<file path="src/rtl/dmem_arbiter_if.sv">
`default_nettype none
// ============================================================================
// Module  : dmem_arbiter_if
// Brief   : Requester A/B handshakes plus data-memory strobes for dmem_arbiter.
// Revision: 1.0 - initial release
// ============================================================================
interface dmem_arbiter_if;
  logic        a_req_i;
  logic        a_we_i;
  logic [31:0] a_addr_i;
  logic [31:0] a_wdata_i;
  logic        a_ack_o;
  logic        a_err_o;
  logic [31:0] a_rdata_o;

  logic        b_req_i;
  logic        b_we_i;
  logic [31:0] b_addr_i;
  logic [31:0] b_wdata_i;
  logic        b_ack_o;
  logic        b_err_o;
  logic [31:0] b_rdata_o;

  logic        mem_write_o;
  logic        mem_read_o;
  logic [31:0] mem_addr_o;
  logic [31:0] mem_wdata_o;
  logic [31:0] mem_rdata_i;

  // Arbiter side.
  modport slave (
    input  a_req_i, a_we_i, a_addr_i, a_wdata_i,
    input  b_req_i, b_we_i, b_addr_i, b_wdata_i,
    input  mem_rdata_i,
    output a_ack_o, a_err_o, a_rdata_o,
    output b_ack_o, b_err_o, b_rdata_o,
    output mem_write_o, mem_read_o, mem_addr_o, mem_wdata_o
  );

  // Requesters and memory side.
  modport master (
    output a_req_i, a_we_i, a_addr_i, a_wdata_i,
    output b_req_i, b_we_i, b_addr_i, b_wdata_i,
    output mem_rdata_i,
    input  a_ack_o, a_err_o, a_rdata_o,
    input  b_ack_o, b_err_o, b_rdata_o,
    input  mem_write_o, mem_read_o, mem_addr_o, mem_wdata_o
  );
endinterface
`default_nettype wire

</file>
<file path="src/rtl/dmem_arbiter.sv">
`default_nettype none
// ============================================================================
// Module  : dmem_arbiter
// Brief   : Two-port sequencer/arbiter for the single-port data memory.
//           Define DMEM_ARB_ROUND_ROBIN_EN for round-robin, else A has priority.
// Revision: 1.0 - initial release
// ============================================================================
module dmem_arbiter #(
  parameter int LATENCY = 1,
  parameter int DEPTH   = 8
) (
  input  wire logic       clk_i,
  input  wire logic       rst_i,
  dmem_arbiter_if.slave   bus,
  output logic            busy_o
);

  localparam int              c_CW       = (LATENCY > 1) ? $clog2(LATENCY) : 1;
  localparam logic [c_CW-1:0] c_CNT_INIT = c_CW'(LATENCY - 1);
  localparam logic [31:0]     c_DEPTH    = 32'(DEPTH);

  localparam logic [1:0] c_IDLE   = 2'd0;
  localparam logic [1:0] c_ACCESS = 2'd1;
  localparam logic [1:0] c_DONE   = 2'd2;

  logic [1:0]      r_state;
  logic [1:0]      w_state_nxt;
  logic [c_CW-1:0] r_cnt;
  logic            r_we;
  logic            r_err;
  logic            r_gnt_b;
  logic [31:0]     r_addr;
  logic [31:0]     r_wdata;
  logic [31:0]     r_a_rdata;
  logic [31:0]     r_b_rdata;

  logic            w_any_req;
  logic            w_gnt_b;
  logic            w_gnt_we;
  logic [31:0]     w_gnt_addr;
  logic [31:0]     w_gnt_wdata;
  logic            w_last_cyc;

  assign w_any_req  = bus.a_req_i | bus.b_req_i;
  assign w_last_cyc = (r_state == c_ACCESS) && (r_cnt == '0);

`ifdef DMEM_ARB_ROUND_ROBIN_EN
  logic r_last_b;

  // On contention B wins only when A was granted last.
  assign w_gnt_b = bus.b_req_i & (~bus.a_req_i | ~r_last_b);

  always_ff @(posedge clk_i or negedge rst_i) begin
    if (!rst_i) begin
      r_last_b <= 1'b1;
    end else if ((r_state == c_IDLE) && w_any_req) begin
      r_last_b <= w_gnt_b;
    end
  end
`else
  assign w_gnt_b = bus.b_req_i & ~bus.a_req_i;
`endif

  assign w_gnt_we    = w_gnt_b ? bus.b_we_i    : bus.a_we_i;
  assign w_gnt_addr  = w_gnt_b ? bus.b_addr_i  : bus.a_addr_i;
  assign w_gnt_wdata = w_gnt_b ? bus.b_wdata_i : bus.a_wdata_i;

  always_ff @(posedge clk_i or negedge rst_i) begin
    if (!rst_i) begin
      r_state <= c_IDLE;
    end else begin
      r_state <= w_state_nxt;
    end
  end

  always_comb begin
    w_state_nxt = r_state;
    case (r_state)
      c_IDLE:   if (w_any_req) w_state_nxt = c_ACCESS;
      c_ACCESS: if (r_cnt == '0) w_state_nxt = c_DONE;
      c_DONE:   w_state_nxt = c_IDLE;
      default:  w_state_nxt = c_IDLE;
    endcase
  end

  always_comb begin
    bus.mem_read_o  = 1'b0;
    bus.mem_write_o = 1'b0;
    bus.a_ack_o     = 1'b0;
    bus.b_ack_o     = 1'b0;
    bus.a_err_o     = 1'b0;
    bus.b_err_o     = 1'b0;
    busy_o          = (r_state != c_IDLE);
    case (r_state)
      c_ACCESS: begin
        bus.mem_read_o  = ~r_we & ~r_err;
        bus.mem_write_o = r_we & ~r_err & (r_cnt == '0);
      end
      c_DONE: begin
        bus.a_ack_o = ~r_gnt_b;
        bus.b_ack_o = r_gnt_b;
        bus.a_err_o = ~r_gnt_b & r_err;
        bus.b_err_o = r_gnt_b & r_err;
      end
      default: ;
    endcase
  end

  // Transaction context is latched at grant so requesters may change inputs freely.
  always_ff @(posedge clk_i or negedge rst_i) begin
    if (!rst_i) begin
      r_cnt     <= '0;
      r_we      <= 1'b0;
      r_err     <= 1'b0;
      r_gnt_b   <= 1'b0;
      r_addr    <= '0;
      r_wdata   <= '0;
      r_a_rdata <= '0;
      r_b_rdata <= '0;
    end else begin
      if ((r_state == c_IDLE) && w_any_req) begin
        r_gnt_b <= w_gnt_b;
        r_we    <= w_gnt_we;
        r_addr  <= w_gnt_addr;
        r_wdata <= w_gnt_wdata;
        r_err   <= (w_gnt_addr >= c_DEPTH);
        r_cnt   <= c_CNT_INIT;
      end else if ((r_state == c_ACCESS) && (r_cnt != '0)) begin
        r_cnt <= r_cnt - 1'b1;
      end

      // Out-of-range reads return zero rather than whatever the memory drives.
      if (w_last_cyc && !r_we) begin
        if (r_gnt_b) begin
          r_b_rdata <= r_err ? 32'd0 : bus.mem_rdata_i;
        end else begin
          r_a_rdata <= r_err ? 32'd0 : bus.mem_rdata_i;
        end
      end
    end
  end

  assign bus.mem_addr_o  = r_addr;
  assign bus.mem_wdata_o = r_wdata;
  assign bus.a_rdata_o   = r_a_rdata;
  assign bus.b_rdata_o   = r_b_rdata;

endmodule
`default_nettype wire

</file>
<file path="src/flat_wrapper.sv">
// flat-port wrapper written by rule: the top's interface ports become plain ports
module dmem_arbiter_flat 
#(
  parameter int LATENCY = 1,
  parameter int DEPTH   = 8
)
  (clk_i, rst_i, busy_o, bus_a_req_i, bus_a_we_i, bus_a_addr_i, bus_a_wdata_i, bus_b_req_i, bus_b_we_i, bus_b_addr_i, bus_b_wdata_i, bus_mem_rdata_i, bus_a_ack_o, bus_a_err_o, bus_a_rdata_o, bus_b_ack_o, bus_b_err_o, bus_b_rdata_o, bus_mem_write_o, bus_mem_read_o, bus_mem_addr_o, bus_mem_wdata_o);
  dmem_arbiter_if bus_i ();
  input  wire logic clk_i;
  input  wire logic rst_i;
  output logic busy_o;
  input wire logic [$bits(bus_i.a_req_i)-1:0] bus_a_req_i;
  input wire logic [$bits(bus_i.a_we_i)-1:0] bus_a_we_i;
  input wire logic [$bits(bus_i.a_addr_i)-1:0] bus_a_addr_i;
  input wire logic [$bits(bus_i.a_wdata_i)-1:0] bus_a_wdata_i;
  input wire logic [$bits(bus_i.b_req_i)-1:0] bus_b_req_i;
  input wire logic [$bits(bus_i.b_we_i)-1:0] bus_b_we_i;
  input wire logic [$bits(bus_i.b_addr_i)-1:0] bus_b_addr_i;
  input wire logic [$bits(bus_i.b_wdata_i)-1:0] bus_b_wdata_i;
  input wire logic [$bits(bus_i.mem_rdata_i)-1:0] bus_mem_rdata_i;
  output wire logic [$bits(bus_i.a_ack_o)-1:0] bus_a_ack_o;
  output wire logic [$bits(bus_i.a_err_o)-1:0] bus_a_err_o;
  output wire logic [$bits(bus_i.a_rdata_o)-1:0] bus_a_rdata_o;
  output wire logic [$bits(bus_i.b_ack_o)-1:0] bus_b_ack_o;
  output wire logic [$bits(bus_i.b_err_o)-1:0] bus_b_err_o;
  output wire logic [$bits(bus_i.b_rdata_o)-1:0] bus_b_rdata_o;
  output wire logic [$bits(bus_i.mem_write_o)-1:0] bus_mem_write_o;
  output wire logic [$bits(bus_i.mem_read_o)-1:0] bus_mem_read_o;
  output wire logic [$bits(bus_i.mem_addr_o)-1:0] bus_mem_addr_o;
  output wire logic [$bits(bus_i.mem_wdata_o)-1:0] bus_mem_wdata_o;
  assign bus_i.a_req_i = bus_a_req_i;
  assign bus_i.a_we_i = bus_a_we_i;
  assign bus_i.a_addr_i = bus_a_addr_i;
  assign bus_i.a_wdata_i = bus_a_wdata_i;
  assign bus_i.b_req_i = bus_b_req_i;
  assign bus_i.b_we_i = bus_b_we_i;
  assign bus_i.b_addr_i = bus_b_addr_i;
  assign bus_i.b_wdata_i = bus_b_wdata_i;
  assign bus_i.mem_rdata_i = bus_mem_rdata_i;
  assign bus_a_ack_o = bus_i.a_ack_o;
  assign bus_a_err_o = bus_i.a_err_o;
  assign bus_a_rdata_o = bus_i.a_rdata_o;
  assign bus_b_ack_o = bus_i.b_ack_o;
  assign bus_b_err_o = bus_i.b_err_o;
  assign bus_b_rdata_o = bus_i.b_rdata_o;
  assign bus_mem_write_o = bus_i.mem_write_o;
  assign bus_mem_read_o = bus_i.mem_read_o;
  assign bus_mem_addr_o = bus_i.mem_addr_o;
  assign bus_mem_wdata_o = bus_i.mem_wdata_o;
  dmem_arbiter #(.LATENCY(LATENCY), .DEPTH(DEPTH)) u_core (.clk_i(clk_i), .rst_i(rst_i), .bus(bus_i), .busy_o(busy_o));
endmodule
</file>
<file path="config.mk">
export PLATFORM = sky130hd
export DESIGN_NAME = dmem_arbiter_flat
export DESIGN_NICKNAME = d
export VERILOG_FILES = /design/src/rtl/dmem_arbiter_if.sv /design/src/rtl/dmem_arbiter.sv /design/src/flat_wrapper.sv
export SDC_FILE = /design/constraint.sdc
export NUM_CORES = 1
export LEC_CHECK = 0
export ABC_AREA = 1
export CAP_MARGIN = 25
export CELL_PAD_IN_SITES_DETAIL_PLACEMENT = 0
export CELL_PAD_IN_SITES_GLOBAL_PLACEMENT = 2
export CORE_AREA = 3 3 175 177
export CTS_BUF_LIST = sky130_fd_sc_hd__clkbuf_8
export CTS_CLUSTER_DIAMETER = 50
export DETAILED_ROUTE_END_ITERATION = 10
export DIE_AREA = 0 0 178 180
export PLACE_DENSITY_LB_ADDON = 0.12
export SLEW_MARGIN = 10
export SYNTH_ARGS = -nofsm -noshare
export SYNTH_HDL_FRONTEND = slang
export SYNTH_SLANG_ARGS = --single-unit
</file>
<file path="constraint.sdc">
create_clock -name clk_i -period 1.95 [get_ports clk_i]
set_clock_uncertainty 0.05 [all_clocks]
set_input_delay 0.2925 -clock clk_i [delete_from_list [all_inputs] [get_ports clk_i]]
set_output_delay 0.2925 -clock clk_i [all_outputs]
set_load 0.03 [all_outputs]
</file>
## Yosys cells after proc, flatten, opt, wreduce, memory -nomap -nowiden

Index checks and enable logic that the tools add are counted.

- Word-level logic and storage cells: 53
- Input port bits: 166
- Bits in registers: 134
- Output and inout port bits: 135

- Add/subtract/negate cells: 1
- $lt $le $gt $ge: 1
- Equality and inequality tests: 4
- Bitwise operators: 12
- Multiplexer cells: 15
- Reduce and logical (&&, ||, !) cells: 11

Operator list:

| cell | number |
|---|---|
| 32-bit two-way mux | 3 |
| 32-bit by 4-bit >= comparator with 1-bit output, second input constant | 1 |
| 1-bit two-way mux | 9 |
| 1-bit bitwise AND | 6 |
| 2-bit AND reduction | 3 |
| 1-bit NOT | 5 |
| 1-bit logical AND | 4 |
| 2-bit two-way mux | 2 |
| 2-bit one-hot mux with 2 select lines | 1 |
| 2-bit nonzero test | 2 |
| 2-bit by 1-bit equality test with 1-bit output, second input constant | 1 |
| 2-bit equality test, second input constant | 1 |
| 2-bit zero test | 1 |
| 2-bit by 1-bit inequality test with 1-bit output, second input constant | 1 |
| 2-bit inequality test, second input constant | 1 |
| 1-bit zero test | 1 |
| 1-bit OR | 1 |
| 1-bit subtractor, second input constant | 1 |

## Logic depth before layout (Yosys ltp)

Gate-level depths: netlist of the first run.

- Word-level depth: 4
- Depth in mapped cells: 10

## Worst setup path before layout of the first run

No wires, ideal clock.

- Path type: reg2out
- From: reg u_core.r_err
- To: out bus_mem_write_o
- Path buffers: 2
- Path slack: -0.089 ns
- Stages on the path, launching flop included: 4
- Arrival: 1.696 ns
- Path through: dfrtp_1 -> buf_2 -> buf_1 -> nor4_1

- Longest elaborated chain between the ends: 4

RTL lines:

| item | line | text |
|---|---|---|
| from (decl) | dmem_arbiter.sv:30 | `logic r_err;` |
| from (signal assigned) | dmem_arbiter.sv:126 | `r_err <= (w_gnt_addr >= c_DEPTH);` |
| 1-bit NOT | dmem_arbiter.sv:97 | `bus.mem_write_o = r_we & ~r_err & (r_cnt == '0);` |
| 1-bit bitwise AND (2 in a row) | dmem_arbiter.sv:97 |  |
| 1-bit two-way mux | dmem_arbiter.sv:94 | `case (r_state)` |
| to (decl) | flat_wrapper.sv:27 | `output wire logic [$bits(bus_i.mem_write_o)-1:0] bus_mem_write_o;` |

Every way passes these cells.

## Worst setup path in the final report of the first run

- From: reg u_core.r_wdata[14], in the netlist u_core.bus.mem_wdata_o[14]
- To: out bus_mem_wdata_o[14]

RTL lines:

| item | line | text |
|---|---|---|
| from (decl) | dmem_arbiter.sv:33 | `logic [31:0] r_wdata;` |
| from (signal assigned) | dmem_arbiter.sv:125 | `r_wdata <= w_gnt_wdata;` |
| to (decl) | flat_wrapper.sv:30 | `output wire logic [$bits(bus_i.mem_wdata_o)-1:0] bus_mem_wdata_o;` |

No word-level cell between the ends.

==> results.py, run 1 <==
metrics = {
    "power_and_ir_drop": {
        "vdd_drop_max_v": 0.0005666,
        "power_density_nw_per_um2": 1401,
        "power_leakage_nw": 4.900,
    },
    "layout": {
        "fin_nets": 1291,
        "design_area_sq_um": 10430,
        "area_growth_pct": 63.03,
        "multi_input_area_sq_um": 2461,
        "mostFrequentLayoutCells": "clkdlybuf4s50_1 (286), nand2_1 (266), dfrtp_1 (133)",
        "final_common_cell": "clkdlybuf4s50_1",
        "fillers": 3128,
        "ff_latch_area_sq_um": 3354,
        "drive_gt1_frac": 0.08787,
    },
    "worst_setup_path": {
        "crit_type": "reg2out",
        "critPathArrivalTime_ps": 1530,
        "cpMaxStageDelayCell": "clkdlybuf4s50_1",
        "crit_required_ps": 1610,
        "crit_chain": "clkdlybuf4s50_1",
        "startpoint_type": "register",
        "crit_path_end_kind": "output port",
        "max_stage_delay_ps": 700,
        "crit_family": "buffers and inverters",
        "crit_fanout": 2,
        "path_buf_inv": 1,
    },
    "routing": {
        "wl_per_cell_um": 16.19,
        "dr.pass1.iters": 5,
        "drc": 0,
        "ant_nets": 0,
        "vias_per_cell": 4.120,
        "finalWirelength_mm": 24.75,
        "drt-initial-drc-count": 323,
        "num_vias": 6299,
    },
    "die": {
        "die-area_sq_um": 32040,
        "die_h_um": 180,
        "rows": 63,
        "dieWidth_um": 178,
        "io_pins": 301,
        "coreArea_sq_um": 29400,
        "start_util": 0.2175,
    },
    "sta": {
        "setup_viol": 0,
        "slew_viol_final": 0,
        "hold_slack_ps": 283.7,
        "period_minus_slack_ps": 1868,
        "max_freq_ghz": 0.5352,
        "worst_slew_pin_slew_ps": 490.6,
        "rsz0062_at_grt": "true",
        "period_share": 0.9582,
        "finalHoldViolCount": 0,
        "slew_headroom": 0.6729,
    },
    "synthesis": {
        "seq_area_frac_synth": 0.5243,
        "yosys-top-cells-area": "dfrtp_1 (52%), nand2_1 (16%), o21ai_0 (6.3%)",
        "yosysWarnings": 0,
        "synth_ff_type": "dfrtp_1",
        "synth_cell_type_count": 29,
        "synth_edf_count": 0,
        "ys_ff_latch": 134,
        "synth.cell_area_sq_um": 6396,
        "ys_async_sr_fraction": 1.000,
        "yosys.area.top_type": "dfrtp_1",
        "syn_avg_cell_area_sq_um": 7.781,
        "syn_inst": 822,
        "syn-num-nets": 988,
        "yosysTopAreaCellShare": 0.5243,
    },
    "clock_tree": {
        "cts_root_buf": "clkbuf_8",
        "clockBufferDepth": 2,
        "clkTransAtPathRegs_ps": 100,
        "cts_tree": "yes",
        "cts_buffers": 17,
        "clkSinkCount": 134,
        "htreeDepth": 4,
        "clkLatencyLatePin_ps": 440,
    },
    "global_routing": {
        "grt_pass1_wl_mm": 38.56,
        "antenna_found_initial": 2,
        "grt_pass1_vias": 6744,
        "grt_use_total": 0.1550,
        "grt_max_degree": 57,
        "grt.overflow.total": 0,
    },
    "worst_hold_path": {
        "hp-class": "in2async",
    },
    "placement": {
        "place_area_sq_um": 9985,
        "gp_congestion": 0.7320,
        "place_hpwl_mm": 17.74,
        "portBuffers": 300,
    },
    "job": {
        "max_cap_violations": 0,
    },
    "status": {
        "status": "finished, final reports clean",
    },
}
report_power, final:
part / total (mW) / switching [mW] / internal [mW]
Clock: 2.44 / 1.33 / 1.12
Sequential: 4.41 / 0.575 / 3.83
Combinational: 7.76 / 4.75 / 3.01
Total: 14.6 / 6.66 / 7.95
repair_timing:
item                                   in CTS  in global routing
buffers inserted                            1                  0
hold buffers                                1                  0
setup endpoints to repair                   6                  9
endpoints found under the hold margin      40                  0
gates resized for setup                     5                 11
flip-flops by register name, summed over array words and instances (netlist names):
signal,cells
u_core.bus.b_rdata_o,32
u_core.r_cnt,1
u_core.bus.mem_addr_o,32
u_core.bus.a_rdata_o,32
u_core.r_state,2
u_core.r_we,1
u_core.r_gnt_b,1
u_core.bus.mem_wdata_o,32
u_core.r_err,1
worst paths after layout:
check                                                        from                                      to  slack [ps]  depth (start not counted)
min reg2reg                 u_core.bus.mem_addr_o[22]$_DFFE_PN0P_   u_core.bus.mem_addr_o[22]$_DFFE_PN0P_         440                          2
min in group clk_i                              bus_b_wdata_i[11]  u_core.bus.mem_wdata_o[11]$_DFFE_PN0P_         330                          3
max in group asynchronous                                   rst_i  u_core.bus.mem_wdata_o[29]$_DFFE_PN0P_         970                          3
max reg2reg                         u_core.r_state[1]$_DFFE_PN0P_     u_core.bus.a_rdata_o[6]$_DFFE_PN0P_         380                          7
min                                                         rst_i    u_core.bus.a_rdata_o[26]$_DFFE_PN0P_         280                          2
max                        u_core.bus.mem_wdata_o[14]$_DFFE_PN0P_                     bus_mem_wdata_o[14]          80                          1
Yosys cell counts, types with 2 or more instances:
| cell | instances |
|---|---|
| nand2_1 | 266 |
| dfrtp_1 | 134 |
| nor2_1 | 88 |
| o21ai_0 | 81 |
| inv_1 | 73 |
| a21oi_1 | 70 |
| buf_2 | 20 |
| clkbuf_1 | 18 |
| o21ai_1 | 10 |
| nand3b_1 | 9 |
| nand3_1 | 8 |
| buf_4 | 6 |
| nor2_2 | 5 |
| a31oi_1 | 4 |
| inv_2 | 4 |
| nand2_2 | 4 |
| o21ai_2 | 4 |
| buf_6 | 3 |
| nor3_1 | 3 |
| buf_12 | 2 |
| nor2_4 | 2 |
stage by stage:
step	std cells	power [mW]	utilization	setup WS (ps)	setup TNS [ps]
2_1_floorplan	822	8.540	-	29.74	0
3_3_place_gp	1494	12.35	0.3396	-120.1	-1591
3_5_place_dp	1494	12.34	0.3396	-122.5	-2463
4_1_cts	1528	14.89	0.3538	2.644	0
5_1_grt	1529	15.62	0.3547	-9.375	-14.13
6_report	1529	14.61	0.3547	81.56	0
metal layers:
layer	share of wire	wire, um	vias up	track usage
li1	-	-	3179	-
met1	0.43	10690	2921	0.1937
met2	0.48	11770	184	0.2541
met3	0.084	2070	13	0.06105
met4	0.0079	196	2	0.03047
met5	0.00053	13	-	0
kinds of logic after synthesis:
| group | count (synthesis) | share of synthesized area |
|---|---|---|
| flip-flops | 134 | 0.5243 |
| AO/OA/AOI/OAI | 171 | 0.1377 |
| AND/OR/NAND/NOR | 387 | 0.2433 |
| buffers and inverters | 130 | 0.09468 |
area by class of cell:
class | count | area share
Timing Repair Buffer | 336 | 0.3287
Sequential cell | 134 | 0.3217
Clock buffer | 19 | 0.02508
Tap cell | 390 | 0.04680
Clock inverter | 13 | 0.01296
Inverter | 78 | 0.02856
Multi-Input combinational cell | 558 | 0.2360
Antenna cell | 1 | 0.0002400
No activity file was read; power rests on OpenSTA's default activity.
==> run 2: changes to the inputs <==
--- a/config.mk
+++ b/config.mk
@@ -9,11 +9,12 @@
 export CAP_MARGIN = 25
 export CELL_PAD_IN_SITES_DETAIL_PLACEMENT = 0
 export CELL_PAD_IN_SITES_GLOBAL_PLACEMENT = 2
-export CORE_AREA = 3 3 175 177
+export CORE_AREA = 3 3 140 142
 export CTS_BUF_LIST = sky130_fd_sc_hd__clkbuf_8
 export CTS_CLUSTER_DIAMETER = 50
 export DETAILED_ROUTE_END_ITERATION = 10
-export DIE_AREA = 0 0 178 180
+export DIE_AREA = 0 0 143 145
+export DONT_BUFFER_PORTS = 1
 export PLACE_DENSITY_LB_ADDON = 0.12
 export SLEW_MARGIN = 10
 export SYNTH_ARGS = -nofsm -noshare
==> run 2 against run 1 <==
Net effect: the flow now finishes with violations (negative hold slack); via count decreased by 9.3%; critical path depth up 2; sequential share of layout area grew 8.9 points; clock power up 12%; wire length is 17% lower; first-iteration DRC count is 8.4% lower; highest routed layer is now met4; non-clock buffer count decreased by 204.
==> results.py, run 2 (synthesis gave the netlist of run 1 again) <==
metrics = {
    "status": {
        "status": "complete, but fails checks",
        "violations": "negative hold slack",
    },
    "global_routing": {
        "grt_use_total": 0.1958,
        "grt_pass1_vias": 5787,
        "grt_max_degree": 135,
        "antenna_found_initial": 2,
        "grt_pass1_wl_mm": 32.22,
        "grt.overflow.total": 0,
    },
    "worst_setup_path": {
        "crit_family": "flip-flops",
        "crit_path_end_kind": "output port",
        "cpMaxStageDelayCell": "dfrtp_1",
        "r2r-start": "u_core.r_state[1]$_DFFE_PN0P_",
        "crit_type": "reg2out",
        "crit_fanout": 36,
        "rr_worst_depth": 5,
        "startpoint_type": "register",
        "r2r_end": "u_core.bus.mem_wdata_o[22]$_DFFE_PN0P_",
        "rrSetupSlack_ps": 230,
        "path_buf_inv": 2,
        "crit_chain": "buf_6 -> nor3_1 -> buf_4",
        "max_stage_delay_ps": 420,
        "crit_required_ps": 1610,
        "critPathArrivalTime_ps": 1470,
    },
    "routing": {
        "drc": 0,
        "wl_per_cell_um": 17.61,
        "drt-initial-drc-count": 296,
        "dr.pass1.iters": 4,
        "num_vias": 5715,
        "ant_nets": 0,
        "vias_per_cell": 4.893,
        "finalWirelength_mm": 20.57,
    },
    "placement": {
        "pre_cts_slack_ps": 202.1,
        "place_area_sq_um": 6573,
        "place_hpwl_mm": 13.56,
        "portBuffers": 0,
        "gp_congestion": 0.7908,
    },
    "clock_tree": {
        "clkSinkCount": 134,
        "cts_tree": "yes",
        "clkTransAtPathRegs_ps": 80,
        "cts_buffers": 17,
        "cts_setup_buffers": 0,
        "cts_root_buf": "clkbuf_8",
        "htreeDepth": 4,
        "clkLatencyLatePin_ps": 430,
        "ctsHoldBuffers": 113,
        "clockBufferDepth": 2,
    },
    "die": {
        "die-area_sq_um": 20740,
        "io_pins": 301,
        "die_h_um": 145,
        "dieWidth_um": 143,
        "rows": 50,
        "coreArea_sq_um": 18580,
        "start_util": 0.3442,
    },
    "sta": {
        "setup_ws_ps": 137.5,
        "period_share": 0.9295,
        "slew_headroom": 0.5600,
        "rsz0062_at_grt": "false",
        "worst_slew_pin_slew_ps": 657.6,
        "fin_setup_tns_ps": 0,
        "slew_viol_final": 0,
        "setup_viol": 0,
        "finalHoldViolCount": 134,
        "max_freq_ghz": 0.5517,
        "hold_slack_ps": -513.2,
        "period_minus_slack_ps": 1813,
    },
    "layout": {
        "fin_nets": 1087,
        "mostFrequentLayoutCells": "nand2_1 (266), dfrtp_1 (134), dlygate4sd3_1 (113)",
        "drive_gt1_frac": 0.07725,
        "fillers": 1885,
        "design_area_sq_um": 8174,
        "final_common_cell": "nand2_1",
        "area_growth_pct": 27.80,
    },
    "power_and_ir_drop": {
        "power_density_nw_per_um2": 1516,
        "power.total_mw": 12.39,
        "power_leakage_nw": 4.077,
        "vdd_drop_max_v": 0.0006354,
    },
    "worst_hold_path": {
        "hp-class": "in2async",
    },
    "job": {
        "max_cap_violations": 0,
    },
}
## run 2: worst max-delay path by stage
stage,startpoint,slack (ps),cells past startpoint,to
after floorplan,u_core.r_gnt_b$_DFFE_PN0P_,30,4,bus_b_err_o
after global placement,bus_a_req_i,180,4,u_core.r_cnt$_DFFE_PN0P_
after detailed placement,bus_a_req_i,200,4,u_core.r_cnt$_DFFE_PN0P_
after CTS,u_core.r_gnt_b$_DFFE_PN0P_,20,3,bus_a_err_o
after global routing,u_core.r_gnt_b$_DFFE_PN0P_,30,3,bus_a_err_o
final,u_core.r_gnt_b$_DFFE_PN0P_,140,3,bus_a_err_o
## run 2: repair_timing
item                                    4_1_cts  5_1_grt
resized for setup                             1        1
pin swaps                                     0        0
endpoints found under the hold margin       232      134
endpoints found under the setup margin        2        1
## run 2: worst register-to-register path, stage by stage (launching register included)
cell and delay [ps]:
dfrtp_1 400, nor2_1 270, o21ai_4 270, buf_4 330, a21oi_1 200, a21oi_1 90
## run 2: layout make-up
cell class | instances | area (sq um) | area share
Multi-Input combinational cell | 558 | 2451 | 0.2999
Sequential cell | 134 | 3353 | 0.4102
Tap cell | 234 | 292.8 | 0.03582
Antenna cell | 2 | 5.005 | 0.0006123
Inverter | 78 | 297.8 | 0.03643
Timing Repair Buffer | 132 | 1315 | 0.1609
Clock buffer | 19 | 261.5 | 0.03199
Clock inverter | 11 | 197.7 | 0.02418
## run 2: layer usage
| layer | vias up | wire length (um) | GRT usage |
|---|---|---|---|
| met5 | - | 0 | 0 |
| met4 | 0 | 396 | 0.05894 |
| met3 | 31 | 1806 | 0.07482 |
| met2 | 253 | 10260 | 0.3231 |
| met1 | 2671 | 8108 | 0.2362 |
| li1 | 2760 | - | - |
## run 2: where the power goes
part           total [mW]  internal [mW]  switching, mW
clock                2.73           1.59           1.14
sequential           6.70           3.80           2.89
combinational        2.96           1.03           1.94
## run 2: metrics by stage
step,util,instances
4_1_cts,0.4395,1166
3_3_place_gp,0.3537,1023
5_1_grt,0.4399,1168
6_report,0.4399,1168
2_1_floorplan,-,822
3_5_place_dp,0.3537,1023
==> run 3: changes to the inputs <==
--- a/config.mk
+++ b/config.mk
@@ -15,6 +15,7 @@
 export DETAILED_ROUTE_END_ITERATION = 10
 export DIE_AREA = 0 0 143 145
 export DONT_BUFFER_PORTS = 1
+export MAX_ROUTING_LAYER = met4
 export PLACE_DENSITY_LB_ADDON = 0.12
 export SLEW_MARGIN = 10
 export SYNTH_ARGS = -nofsm -noshare
==> constraint.sdc (replaced) <==
create_clock -name clk_i -period 2.3 [get_ports clk_i]
set_clock_uncertainty 0.05 [all_clocks]
set_input_delay 0.345 -clock clk_i [delete_from_list [all_inputs] [get_ports clk_i]]
set_output_delay 0.345 -clock clk_i [all_outputs]
set_load 0.03 [all_outputs]
==> run 3 against run 2 <==
Net effect: global-route usage is 0.14 points higher; total power shrank 18%; count of clock-buffer cells in the layout did not move; worst setup slack gained 150 ps; the run still ends with negative hold slack left; non-clock buffer count shrank 80; critical path type unchanged; highest routed layer unchanged; wire length fell by 3.8%; utilization decreased by 4.7 points; largest power group unchanged; critical path depth unchanged; register-to-register slack improved by 100 ps.
==> results.py, run 3 (synthesis gave the netlist of run 1 again) <==
metrics = {
    "sta": {
        "max_freq_ghz": 0.4980,
        "rsz0062_at_grt": "false",
        "fin_setup_tns_ps": 0,
        "setup_viol": 0,
        "slew_headroom": 0.5245,
        "worst_slew_pin_slew_ps": 710.5,
        "finalHoldViolCount": 134,
        "period_minus_slack_ps": 2008,
        "slew_viol_final": 0,
        "period_share": 0.8731,
        "hold_slack_ps": -453.1,
    },
    "clock_tree": {
        "clkTransAtPathRegs_ps": 80,
        "cts_buffers": 17,
        "clkSinkCount": 134,
        "htreeDepth": 4,
        "cts_root_buf": "clkbuf_8",
        "clockBufferDepth": 2,
        "cts_tree": "yes",
        "ctsHoldBuffers": 35,
        "clkLatencyLatePin_ps": 430,
        "cts_setup_buffers": 0,
        "ctsResizeCount": 0,
    },
    "layout": {
        "final_common_cell": "nand2_1",
        "area_growth_pct": 14.28,
        "design_area_sq_um": 7310,
        "drive_gt1_frac": 0.08206,
        "fin_cells": 1090,
        "mostFrequentLayoutCells": "nand2_1 (266), dfrtp_1 (134), nor2_1 (88)",
        "fin_nets": 1007,
        "fillers": 1930,
    },
    "routing": {
        "drc": 0,
        "drt-initial-drc-count": 356,
        "ant_nets": 0,
        "vias_per_cell": 4.974,
        "finalWirelength_mm": 19.80,
        "wl_per_cell_um": 18.16,
        "dr.pass1.iters": 5,
        "num_vias": 5422,
    },
    "global_routing": {
        "grt_use_total": 0.1972,
        "grt_max_degree": 135,
        "grt_pass1_wl_mm": 31.38,
        "antenna_found_initial": 3,
        "grt.overflow.total": 0,
        "grt_pass1_vias": 5531,
    },
    "job": {
        "max_cap_violations": 0,
    },
    "placement": {
        "place_hpwl_mm": 13.56,
        "portBuffers": 0,
        "dp.cells": 1021,
        "gp_congestion": 0.8365,
        "place_area_sq_um": 6514,
    },
    "status": {
        "violations": "negative hold slack",
        "status": "complete, but fails checks",
    },
    "worst_setup_path": {
        "critPathArrivalTime_ps": 1610,
        "crit_path_end_kind": "output port",
        "startpoint_type": "register",
        "crit_fanout": 35,
        "crit_required_ps": 1900,
        "crit_type": "reg2out",
    },
    "worst_hold_path": {
        "hp-class": "in2async",
    },
    "die": {
        "die_h_um": 145,
        "coreArea_sq_um": 18580,
        "rows": 50,
        "die-area_sq_um": 20740,
        "io_pins": 301,
        "start_util": 0.3442,
        "dieWidth_um": 143,
    },
    "power_and_ir_drop": {
        "power_density_nw_per_um2": 1391,
        "vdd_drop_max_v": 0.0006321,
        "power_leakage_nw": 3.719,
    },
}
==> run 3: critical path, stage by stage (launching register included) <==
cell	delay (ps)
dfrtp_1	390
inv_2	460
nor3_1	120
buf_4	200
==> run 3: worst paths after layout <==
kind,startpoint,to,slack [ps],depth (start not counted)
setup / recovery,u_core.r_gnt_b$_DFFE_PN0P_,bus_b_err_o,290,3
hold / removal,rst_i,u_core.bus.b_rdata_o[30]$_DFFE_PN0P_,-450,0
setup reg to reg,u_core.r_state[1]$_DFFE_PN0P_,u_core.bus.mem_wdata_o[0]$_DFFE_PN0P_,330,6
hold reg to reg,u_core.r_cnt$_DFFE_PN0P_,u_core.r_state[1]$_DFFE_PN0P_,440,1
max in group asynchronous,rst_i,u_core.bus.mem_wdata_o[11]$_DFFE_PN0P_,2450,0
min in group clk_i,bus_a_wdata_i[20],u_core.bus.mem_wdata_o[20]$_DFFE_PN0P_,40,2
==> run 3: metrics by stage <==
stage	power [mW]	hold WS, ps	setup WS, ps	utilization
3_3_place_gp	7.941	3.287	233.7	0.3506
6_report	10.17	-453.1	291.8	0.3934
4_1_cts	10.30	-494.5	230.2	0.3930
2_1_floorplan	7.237	-0.5911	208.8	-
5_1_grt	10.86	-508.1	135.8	0.3934
3_5_place_dp	8.025	2.720	220.4	0.3506
==> run 3: layout make-up <==
type	instances	area [sq um]	share of cell area
Antenna cell	3	7.507	0.001027
Clock buffer	19	261.5	0.03578
Clock inverter	12	176.4	0.02414
Inverter	78	295.3	0.04040
Multi-Input combinational cell	558	2445	0.3345
Sequential cell	134	3353	0.4587
Tap cell	234	292.8	0.04005
Timing Repair Buffer	52	478.0	0.06539
==> run 3: where the power goes <==
part           switching (mW)  internal [mW]  leakage, nW
Clock                   0.962           1.23        0.218
Sequential               2.44           3.22         1.68
Combinational            1.59          0.716         1.83
==> run 3: per-layer routing <==
metal / up-vias / part of all wire / GRT usage
li1: 2604 / - / -
met1: 2578 / 0.40 / 0.2305
met2: 221 / 0.49 / 0.3144
met3: 19 / 0.097 / 0.08800
met4: 0 / 0.012 / 0.04230
met5: - / 0 / -
